<file path="src/rtl/gate_deadtime_guard.sv">
// Gate-drive conditioner for one inverter leg. It turns the raw Sp/Sn pair into high/low gate commands,
// inserts a dead time on every commutation, and forces both gates off on an external fault or when disabled.
module gate_deadtime_guard #(
    parameter int DT_W = 10
) (
    input  logic            sysclk,
    input  logic            global_rst,
    input  logic            Sp,
    input  logic            Sn,
    input  logic [DT_W-1:0] dt_cycles,
    input  logic            enable,
    input  logic            fault_n,
    input  logic            fault_clr,
    output logic            gate_p,
    output logic            gate_n,
    output logic            fault_latched,
    output logic [7:0]      illegal_cnt
);

    typedef enum logic [1:0] {IDLE, HI, LO, DEAD} state_t;
    typedef enum logic [1:0] {REQ_NONE, REQ_P, REQ_N} req_t;

    state_t          state;
    req_t            req;
    logic [DT_W-1:0] cnt;
    logic            fault_meta;
    logic            fault_s;
    logic            force_off;

    // 00 and 11 both decode to NONE, so an overlap request always turns both gates off.
    always_comb begin
        req = REQ_NONE;
        if (Sp && !Sn)
            req = REQ_P;
        else if (!Sp && Sn)
            req = REQ_N;
    end

    // NOTE: the synchronizer flops reset to 1 so that a reset does not show up as a phantom fault.
    always_ff @(posedge sysclk or negedge global_rst) begin
        if (!global_rst) begin
            fault_meta <= 1'b1;
            fault_s    <= 1'b1;
        end else begin
            fault_meta <= fault_n;
            fault_s    <= fault_meta;
        end
    end

    assign force_off = !fault_s || fault_latched || !enable;

    // Gate outputs are registered alongside the state, so HI and LO can never both drive.
    always_ff @(posedge sysclk or negedge global_rst) begin
        if (!global_rst) begin
            state  <= IDLE;
            cnt    <= '0;
            gate_p <= 1'b0;
            gate_n <= 1'b0;
        end else if (force_off) begin
            state  <= IDLE;
            cnt    <= '0;
            gate_p <= 1'b0;
            gate_n <= 1'b0;
        end else begin
            case (state)
                IDLE: begin
                    if (req == REQ_P) begin
                        state  <= HI;
                        gate_p <= 1'b1;
                    end else if (req == REQ_N) begin
                        state  <= LO;
                        gate_n <= 1'b1;
                    end
                end
                HI: begin
                    if (req != REQ_P) begin
                        state  <= DEAD;
                        cnt    <= dt_cycles;
                        gate_p <= 1'b0;
                    end
                end
                LO: begin
                    if (req != REQ_N) begin
                        state  <= DEAD;
                        cnt    <= dt_cycles;
                        gate_n <= 1'b0;
                    end
                end
                DEAD: begin
                    // A zero dead time still costs one cycle with both gates low.
                    if (cnt <= DT_W'(1)) begin
                        case (req)
                            REQ_P: begin
                                state  <= HI;
                                gate_p <= 1'b1;
                            end
                            REQ_N: begin
                                state  <= LO;
                                gate_n <= 1'b1;
                            end
                            default: state <= IDLE;
                        endcase
                    end else begin
                        cnt <= cnt - 1'b1;
                    end
                end
                default: begin
                    state  <= IDLE;
                    gate_p <= 1'b0;
                    gate_n <= 1'b0;
                end
            endcase
        end
    end

    // If the fault is still present, setting the latch wins over a clear request.
    always_ff @(posedge sysclk or negedge global_rst) begin
        if (!global_rst)
            fault_latched <= 1'b0;
        else if (!fault_s)
            fault_latched <= 1'b1;
        else if (fault_clr)
            fault_latched <= 1'b0;
    end

    always_ff @(posedge sysclk or negedge global_rst) begin
        if (!global_rst)
            illegal_cnt <= 8'd0;
        else if (fault_clr)
            illegal_cnt <= 8'd0;
        else if (Sp && Sn && illegal_cnt != 8'hFF)
            illegal_cnt <= illegal_cnt + 8'd1;
    end

endmodule
</file>
<file path="config.mk">
export PLATFORM = sky130hd
export DESIGN_NAME = gate_deadtime_guard
export DESIGN_NICKNAME = d
export VERILOG_FILES = /design/src/rtl/gate_deadtime_guard.sv
export SDC_FILE = /design/constraint.sdc
export NUM_CORES = 1
export LEC_CHECK = 0
export CAP_MARGIN = 20
export CORE_MARGIN = 10
export CORE_UTILIZATION = 45
export CTS_CLUSTER_SIZE = 16
export DETAILED_ROUTE_END_ITERATION = 10
export PLACE_DENSITY_LB_ADDON = 0.05
export RECOVER_POWER = 25
export SLEW_MARGIN = 10
export SYNTH_ARGS = -nofsm -noshare
export SYNTH_HDL_FRONTEND = slang
export SYNTH_SLANG_ARGS = --single-unit
</file>
<file path="constraint.sdc">
create_clock -name sysclk -period 5.11 [get_ports sysclk]
set_input_delay 1.533 -clock sysclk [delete_from_list [all_inputs] [get_ports sysclk]]
set_output_delay 1.533 -clock sysclk [all_outputs]
set_load 0.02 [all_outputs]
</file>
* After elaboration in Yosys (flattened, before gate mapping)
Cells that the tools add are included.
Word-level totals: register bits 25, input bits 17, logic and storage cells 75
Cells by class: add/subtract/negate cells 2, magnitude comparators 1, eq/ne operators 15, multiplexer cells 30, reduce and logical (&&, ||, !) cells 19
Operator list (number):
- $mux W10 | 4
- $pmux W10 S3 | 1
- $mux W2 | 8
- $mux W8 | 2
- $ne A3 B3 Y1 const B | 5
- $reduce_and A4 Y1 | 3
- $reduce_bool A4 Y1 | 3
- $mux W1 | 11
- $le A10 B1 Y1 const B | 1
- $sub A10 B1 Y10 const B | 1
- $add A8 B1 Y8 const B | 1
- $ne A8 B8 Y1 const B | 1
- $pmux W2 S4 | 1
- $eq A2 B2 Y1 const B | 3
- $pmux W1 S3 | 2
- $eq A2 B1 Y1 const B | 2
- $logic_and A1 B1 Y1 | 4
- $logic_not A1 Y1 | 4
- $ne A2 B2 Y1 const B | 2
- $ne A4 B4 Y1 const B | 1
- $pmux W2 S2 | 1
- $reduce_and A3 Y1 | 1
- $logic_not A2 Y1 | 1
- $logic_or A1 B1 Y1 | 2
- other kinds (2) | 2

* Depth between registers and ports, before layout
Gate-level depths: netlist (run 1).
depth after elaboration 9, mapped depth 7

* Worst setup path before layout (run 1)
No wires, ideal clock.
kind input port to flip-flop, start point input port Sn, end point register cnt[5], library setup time 0.131 ns, arrival time 2.864 ns, data required time 4.979 ns, slack 2.115 ns, stages on the path 6, buffers on the path 1, cells stage by stage buf_6 nor2b_4 a221o_2 a21o_4 mux2i_1 or3_1
Between the ends: longest elaborated chain between the ends 6, elaborated cells on any way between the ends 10
Ends and longest elaborated chain:
- start, declared | line 9 | input logic Sn,
- $logic_and A1 B1 Y1 or $logic_not A1 Y1 (tied branches) | line 35, 33
- $mux W2 or $logic_and A1 B1 Y1 (tied branches) | line 35, 33
- $mux W2 (*) | line 33 | if (Sp && !Sn)
- $ne A2 B2 Y1 or $ne A2 B1 Y1 (tied branches) | line 83, 76
- $ne A3 B3 Y1 (no source line)
- $reduce_and A4 Y1 (no source line) (*)
- end signal, assigned | line 78 | cnt <= dt_cycles;
- end signal, assigned | line 85 | cnt <= dt_cycles;
- end signal, assigned | line 104 | cnt <= cnt - 1'b1;
- end, declared | line 25 | logic [DT_W-1:0] cnt;
Every way passes the cells marked *; elsewhere a longest branch is shown, timed or not. A chain may end at the register's enable or synchronous reset.

* Final worst setup path (run 1)
Ends and elaborated chain as after synthesis.

==> results of run 1 <==
==> Yosys cell counts (all sizes together) (3+ instances only) <==
cell type and number:
a21oi 13, o21ai 7, mux2i 5, xor2 5, and2 3, buf 3
o22ai 3, a31oi 4, nor2 17, clkbuf 3, ha 7, nand3 9
nor3 6, nand2 14, dfrtp 23, inv 7, and3 5
==> registers in the layout (all words and copies together), names as in the netlist <==
| name | count |
|---|---|
| cnt | 10 |
| fault_latched | 1 |
| fault_meta | 1 |
| fault_s | 1 |
| gate_n | 1 |
| gate_p | 1 |
| illegal_cnt | 8 |
| state | 2 |
==> where the power goes <==
part | total, mW | switching (mW) | internal, mW
Sequential | 0.204 | 0.00239 | 0.202
Combinational | 0.0505 | 0.0261 | 0.0244
Clock | 0.0932 | 0.0633 | 0.0299
==> metal layers <==
metal	GRT usage	vias up	part of all wire	wire, microns
met1	0.153	674	0.44	1740
met2	0.223	37	0.50	1980
met4	0.0246	0	0.0048	19
li1	-	688	-	-
met5	0	-	0	0
met3	0.0270	2	0.050	198
==> worst max-delay path, delay by kind of cell <==
kind / cells / cell delay, ns
AO/OA/AOI/OAI: 2 / 0.74
buffers and inverters: 1 / 0.58
multiplexers: 1 / 0.11
AND/OR/NAND/NOR: 2 / 0.56
==> cell type report <==
type,instances,area share
Multi-Input combinational cell,136,0.477
Sequential cell,25,0.323
Timing Repair Buffer,28,0.141
Tap cell,46,0.0296
Inverter,7,0.0135
Clock buffer,3,0.0116
Clock inverter,1,0.00387
==> kinds of logic after synthesis <==
kind of cell / after synthesis / synth area share
muxes: 5 / 0.0311
AOI/OAI and AO/OA: 47 / 0.216
and+or+nand+nor: 70 / 0.235
xor gates and xnor gates: 7 / 0.0380
buffers and inverters: 13 / 0.0357
DFF: 25 / 0.390
adders and majority gates: 7 / 0.0543
==> per-stage QoR <==
step                      hold WS [ns]  setup slack (ns)
after floorplan                  0.345              2.11
after global placement           0.347              1.51
after detailed placement         0.351              1.45
after CTS                        0.371              1.81
after global routing             0.379              1.75
final                            0.367              1.81
==> path summary, 6_finish.rpt <==
path / endpoint / slack, ns / depth (start not counted)
worst min-delay path: fault_s$_DFF_PN1_ / 0.37 / 0
worst min register to register: fault_s$_DFF_PN1_ / 0.37 / 0
worst max-delay path: cnt[5]$_DFFE_PN0P_ / 1.81 / 6
min in group asynchronous: cnt[1]$_DFFE_PN0P_ / 1.58 / 1
worst max register to register: state[1]$_DFFE_PN0P_ / 2.58 / 6
max in group asynchronous: illegal_cnt[6]$_DFFE_PN0P_ / 2.42 / 2
==> impl.org, run 1 <==
** Job
- Across the run, the number of max-cap violations was 0.

** Global route
- Sum of overflow across all layers after global routing :: 0
- The number of antenna violations at the first check in global routing was 0.
- Global router's overall resource usage :: 0.126
- The first global-routing pass estimated ~6700 microns of wire.
- Via count of the first global-routing pass :: between 1,000 and 1,500
- Entering global routing, the biggest net connects 23 pins.

** Setup path
- At the worst endpoint, the required time is between 5 and 6 ns.
- In this run the worst setup path begins at Sn.
- CP max stage cell :: clkdlybuf4s50_1
- STA classifies the critical path endpoint as a register.
- In this run the critical register-to-register path is launched from state[1]$_DFFE_PN0P_.
- Largest incremental delay on the critical path :: roughly 0.58 ns
- The worst setup path is launched from an input pin.
- Along the worst path, the maximum fanout reaches 10.
- Critical path cell sequence :: clkdlybuf4s50_1 -> nor2b_4 -> a221o_2 -> a21o_4 -> mux2i_1 -> or3_1
- CP Data Arrival Time :: between 3 and 4 ns
- The worst setup path is of the in2reg kind.

** Clock tree
- TritonCTS built the clock tree.
- Number of buffers inserted during clock tree synthesis :: 3
- The clock drives 25 sinks.
- H-tree levels :: 1
- Post-CTS clock slew at the launch and capture registers of the worst setup and hold paths :: around 0.14 ns
- Buffers added to address setup during post-CTS repair amount to 0.
- After clock tree synthesis, the flow added hold-fix buffers numbering 0.
- Root buffer selected by CTS :: clkbuf_4
- For the worst-skew pair, the clock arrives at the later sink with an insertion delay of roughly 0.32 ns.
- The longest clock path from root to sink contains 2 buffers.
- Resized Gates After CTS :: 0

** Die
- The die covers approximately 0.0064 sq mm.
- In this run the vertical extent of the chip is 79.8 microns.
- I/O pin count :: 28
- Measured along the x axis, the die boundary spans between 70 and 80 microns.
- Std-Cell Rows :: 21
- The total area inside the core boundary comes to roughly 0.0034 sq mm.
- For this configuration, the core starts out at a cell density of 0.475.

** Placement
- IO buf count :: 27
- Final weighted congestion in routability-driven placement :: 0.871
- # placed instances :: 242
- Once detailed placement completed, the half-perimeter wirelength came to 2950 microns.
- After detailed placement, the total cell area comes to 0.00192 sq mm.

** Yosys
- Counting every instance in the synthesized netlist gives roughly 170.
- Share of Yosys cell area claimed by the top area cell type :: 0.357
- A synthesized cell averages between 9 and 10 sq um.
- Netlist area before placement :: 0.00161 sq mm
- For this run, the leading register cell type out of synthesis is dfrtp_1.
- During synthesis, Yosys emitted a total of 0 warnings.
- Leading area contributor after synthesis :: dfrtp_1
- For this run, asynchronously set or reset flops after synthesis account for 1.00.
- Counting flops and latches in the post-synthesis netlist gives 25.
- Number of flops mapped to enable cells by yosys :: 0
- Number of library cell types mapped by synthesis :: between 50 and 60
- Ranked by total cell area, the synthesized netlist is headed by dfrtp_1 (36%), ha_1 (5.4%), nor2_1 (4.0%).
- Net count after synthesis :: 198
- Sequential share of the synthesized area :: 0.390

** Detailed routing
- Detailed routing inserted a total of approximately 1,400 vias.
- Remaining routing DRC violations :: 0
- The final layout contains routed wiring with a total length of 3930 microns.
- Number of antenna-violating nets in the routed design :: 0
- In this run, the number of DRC markers left after iteration 0 of detailed routing was about 110.
- In the routed layout, each cell is associated on average with a via count of 5.70.
- In the final routed layout, each cell accounts on average for 16.0 microns.
- The first detailed-routing pass ran for 5 iterations.

** Timing
- Setup violations remaining at the end of the flow were counted as 0.
- For the pin with the worst max-slew slack, the measured transition is 0.844 ns.
- Unrepaired setup endpoints after global routing :: false
- Max-slew violations :: 0
- The number of hold-slack violations in the final timing report was 0.
- Portion of the clock cycle consumed by the worst path in the final layout :: 0.646
- In this run the tightest slew margin relative to its limit is 0.437.
- Timing would allow up to 303 MHz.
- Maximum clock skew at final layout :: 0.00819 ns
- TNS Setup :: 0 ns
- Tmin final :: around 3.3 ns

** Power
- For this design the ratio of total power to cell area is between 150 and 200 mW/mm^2.
- IR analysis of the VDD net gives a maximum drop of 0.0893 mV.
- The completed layout was analyzed and its total power is 0.348 mW.
- Leak Pwr :: between 0.8 and 0.9 nW

** Layout
- Nets :: 225
- The filler cells instantiated in the layout total roughly 320.
- Leading cell type in the layout, fill and taps excluded :: clkdlybuf4s50_1
- For this run, the share of the core covered by cells in the final layout is 0.573.
- Share of post-route cells with drive strength above 1 :: 0.105
- In the final layout, the multi-input gates occupy 926 sq um.
- Most frequent cells in the layout :: clkdlybuf4s50_1 (24), dfrtp_1 (23), nor2_1 (17)
- The repair_antennas step left the layout with diodes totalling 0.
- Relative area change from synthesis to final layout :: 20.5%
- Once layout is done, the placed cells without fillers occupy a little under 0.002 sq mm.
- FF+latch area :: 628 sq um
- The finished layout holds 246 standard cells, fillers aside.

** Hold path
- In this run the most critical hold path is launched from fault_meta$_DFF_PN1_.
- The worst hold path belongs to the class reg2reg.

** Outcome
- The flow ran to the end, and the final reports show no timing, DRC or antenna violations.
Power figures use the tool's default switching activity.
==> run 2, diff against run 1 <==
clock period = 3.2 ns   (was 5.11 ns; I/O delays follow)
==> run 2 against run 1 <==
First-iteration DRC count fell by 10%. Critical path depth did not move. Sequential power rose by 60%. Clock power rose by 66%.
==> impl.org, run 2 (synthesis results as in run 1) <==
** Clock tree
- The deepest clock path buffer count came to 2 (unchanged).
- Hold bufs inserted after CTS :: 0 (unchanged)
- The source-to-sink clock delay at the later pin of the worst-skew pair is 0.33 ns (about the same).
- The clock-pin transition on the worst setup and hold timing paths came to 0.15 ns (about the same).
- H-tree levels :: 1 (unchanged)
- The number of CTS-inserted buffers came to 3 (unchanged).
- The number of setup buffers added after CTS was 0 (unchanged).
- CTS tree :: yes
- Resized Gates After CTS :: 0 (unchanged)
- Number of sinks on the clock net :: 25 (unchanged)
- Root buffer selected by CTS :: clkbuf_4

** Die
- Std-Cell Rows :: 21 (unchanged)
- Overall die width :: 79.8 microns (unchanged)
- Full die area :: 0.00638 sq mm (unchanged)
- The height of the chip is 79.8 microns (unchanged).
- The total I/O pin count is 28 (unchanged).
- Starting density of the core :: 0.475 (unchanged)
- The area inside the core boundary was 0.00339 sq mm (unchanged).

** Setup path
- Flop2flop setup slack :: 1.08 ns (-1.50 ns)
- Category of the most critical setup path :: in2reg
- The number of cells on the worst reg-to-reg path was 7 (+1).
- End of the worst register-to-register path :: cnt[5]$_DFFE_PN0P_
- The maximum fanout encountered on the critical timing path was 8 (-2).
- Reg-to-reg startpoint :: state[0]$_DFFE_PN0P_
- STA classifies the critical path endpoint as a register.
- STA classifies the critical path startpoint as an input pin.
- The critical path data required time is 3.43 ns (-1.90 ns).
- CP Data Arrival Time :: 2.77 ns (-0.75 ns)

** Layout
- Post-layout instance area :: 0.00197 sq mm (+1.5%)
- Nets :: 229 (+1.8%)
- Final antenna diode count :: 0 (unchanged)
- Register name with the most flops :: cnt
- Most frequent cells in the layout :: clkdlybuf4s50_1 (25), dfrtp_1 (23), nor2_1 (17)
- The flip-flop count of the largest register, all copies and words added came to 10 (unchanged).
- The utilization after layout was 0.582 (+0.00886).
- In the final layout, the registers with the most flip-flops are cnt: 10 flops, illegal_cnt: 8 flops, state: 2 flops.
- Share of post-route cells with drive strength above 1 :: 0.123 (+0.0175)
- Relative area change from synthesis to final layout :: 22.4%
- The count of fill cells added during filler insertion came to 304 (-3.5%).
- Leading cell type in the layout, fill and taps excluded :: clkdlybuf4s50_1
- Non-filler cells in the finished layout :: 250 (+1.6%)

** Detailed routing
- The average wire per cell in the routed design is 15.7 microns (-1.9%).
- Mean number of vias per cell :: 5.79 (+1.7%)
- Remaining routing DRC violations :: 0 (unchanged)
- First-iteration detailed-routing DRC count :: 98 (-10%)
- The routed via count was 1,448 (+3.4%).
- Number of search-and-repair iterations in the first detailed-routing pass :: 4 (-1)
- Number of antenna-violating nets in the routed design :: 0 (unchanged)
- The post-detailed-routing wire length came to 3920 microns (-0.25%).

** Timing
- The sum of negative setup slack came to 0 ns (unchanged).
- Max-slew violations :: 0 (unchanged)
- Setup repair after global routing left no endpoint under its margin.
- Derived from the worst setup path, the maximum achievable clock frequency is between 300 and 400 MHz.
- The slew at the pin closest to its max-slew limit is 1.39 ns (+0.543 ns).
- Tmin final :: roughly 2.5 ns
- The total setup violations reported at the end of the flow came to 0 (unchanged).
- The number of hold-slack violations in the final timing report came to 0 (unchanged).
- The final-layout worst hold slack is 0.369 ns (+0.00167 ns).
- Worst Slack Setup Final :: 0.657 ns (-1.15 ns)
- Headroom to the max-slew limit :: 0.0751 (-0.362)
- Dividing the final minimum period by the clock period gives 0.795.
- The final worst clock skew is 0.00525 ns (-0.00294 ns).

** Placement
- Detailed placer's ending HPWL :: 3010 microns (+1.9%)
- The total of buffers placed on input and output ports was 27 (unchanged).
- Final weighted congestion in routability-driven placement :: 0.884 (+1.5%)
- The number of instances in the placed design is 246 (+1.7%).
- The pre-CTS setup slack was 0.293 ns (-1.15 ns).
- The post-place instance area was 0.00195 sq mm (+1.6%).

** Global route
- The global-route wire length before repair was 6630 microns (-1.2%).
- The number of antenna violations at the first check in global routing is 0 (unchanged).
- The maximum number of pins on one net before global-route repair was 26 (+13%).
- The number of global-route vias before repair was 1,425 (-2.3%).
- The overall routing resource usage is 0.125 (-0.00107).
- Sum of overflow across all layers after global routing :: 0 (unchanged)

** Hold path
- Hold Path Class :: reg2reg
- In this run the most critical hold path is launched from fault_meta$_DFF_PN1_.
- End point of the most critical hold path :: fault_s$_DFF_PN1_
- Count of cells along the worst hold path :: 0 (unchanged)

** Power
- Leak Pwr :: 0.831 nW (+2.3%)
- Overall Power :: 0.564 mW (+62%)
- The power density of the placed cells came to 286 mW/mm^2 (+60%).
- The worst ir drop on vdd is 0.206 mV (+130%).

** Outcome
- The flow ran to the end, and the final reports show no timing, DRC or antenna violations.

** Job
- Total of max-cap violations :: 0 (unchanged)
-- run 2: changes by cell type in the layout (fill, tap and decap cells not counted) --
cell             before  now
dlygate4sd3_1         3    2
clkdlybuf4s50_1      24   25
buf_4                 0    4
-- run 2: final cells by class --
class,count,area [sq um],area share
Tap cell,46,57.6,0.0292
Multi-Input combinational cell,136,926,0.470
Clock buffer,3,22.5,0.0114
Timing Repair Buffer,32,304,0.154
Clock inverter,1,7.51,0.00381
Inverter,7,26.3,0.0133
Sequential cell,25,628,0.319
-- run 2: metal layers --
layer  wire length (microns)  GRT usage  up-vias
met5                       0          0        -
met4                      14     0.0264        0
met3                     216     0.0225        2
met2                    1950      0.218       47
met1                    1740      0.156      697
li1                        -          -      702
-- run 2: critical path: stages --
cell and delay [ns]:
clkdlybuf4s50_1 0.47, nor2b_2 0.21, a221o_2 0.44, a21o_4 0.23
mux2i_1 0.11, or3_1 0.34
-- run 2: worst max-delay path by stage --
stage / cells past startpoint / startpoint / endpoint / slack (ns)
floorplan: 6 / Sn / cnt[5]$_DFFE_PN0P_ / 0.78
global placement: 6 / Sp / cnt[5]$_DFFE_PN0P_ / 0.34
detailed placement: 6 / Sp / cnt[5]$_DFFE_PN0P_ / 0.29
CTS: 6 / Sp / cnt[5]$_DFFE_PN0P_ / 0.66
global route: 6 / Sp / cnt[5]$_DFFE_PN0P_ / 0.62
finish: 6 / Sp / cnt[5]$_DFFE_PN0P_ / 0.66
-- run 2: report_power, final --
| group | switching (mW) | leakage (nW) | internal [mW] | total (mW) |
|---|---|---|---|---|
| logic | 0.0426 | 0.479 | 0.0409 | 0.0835 |
| registers | 0.00371 | 0.338 | 0.322 | 0.326 |
| clock network | 0.107 | 0.0139 | 0.0479 | 0.155 |
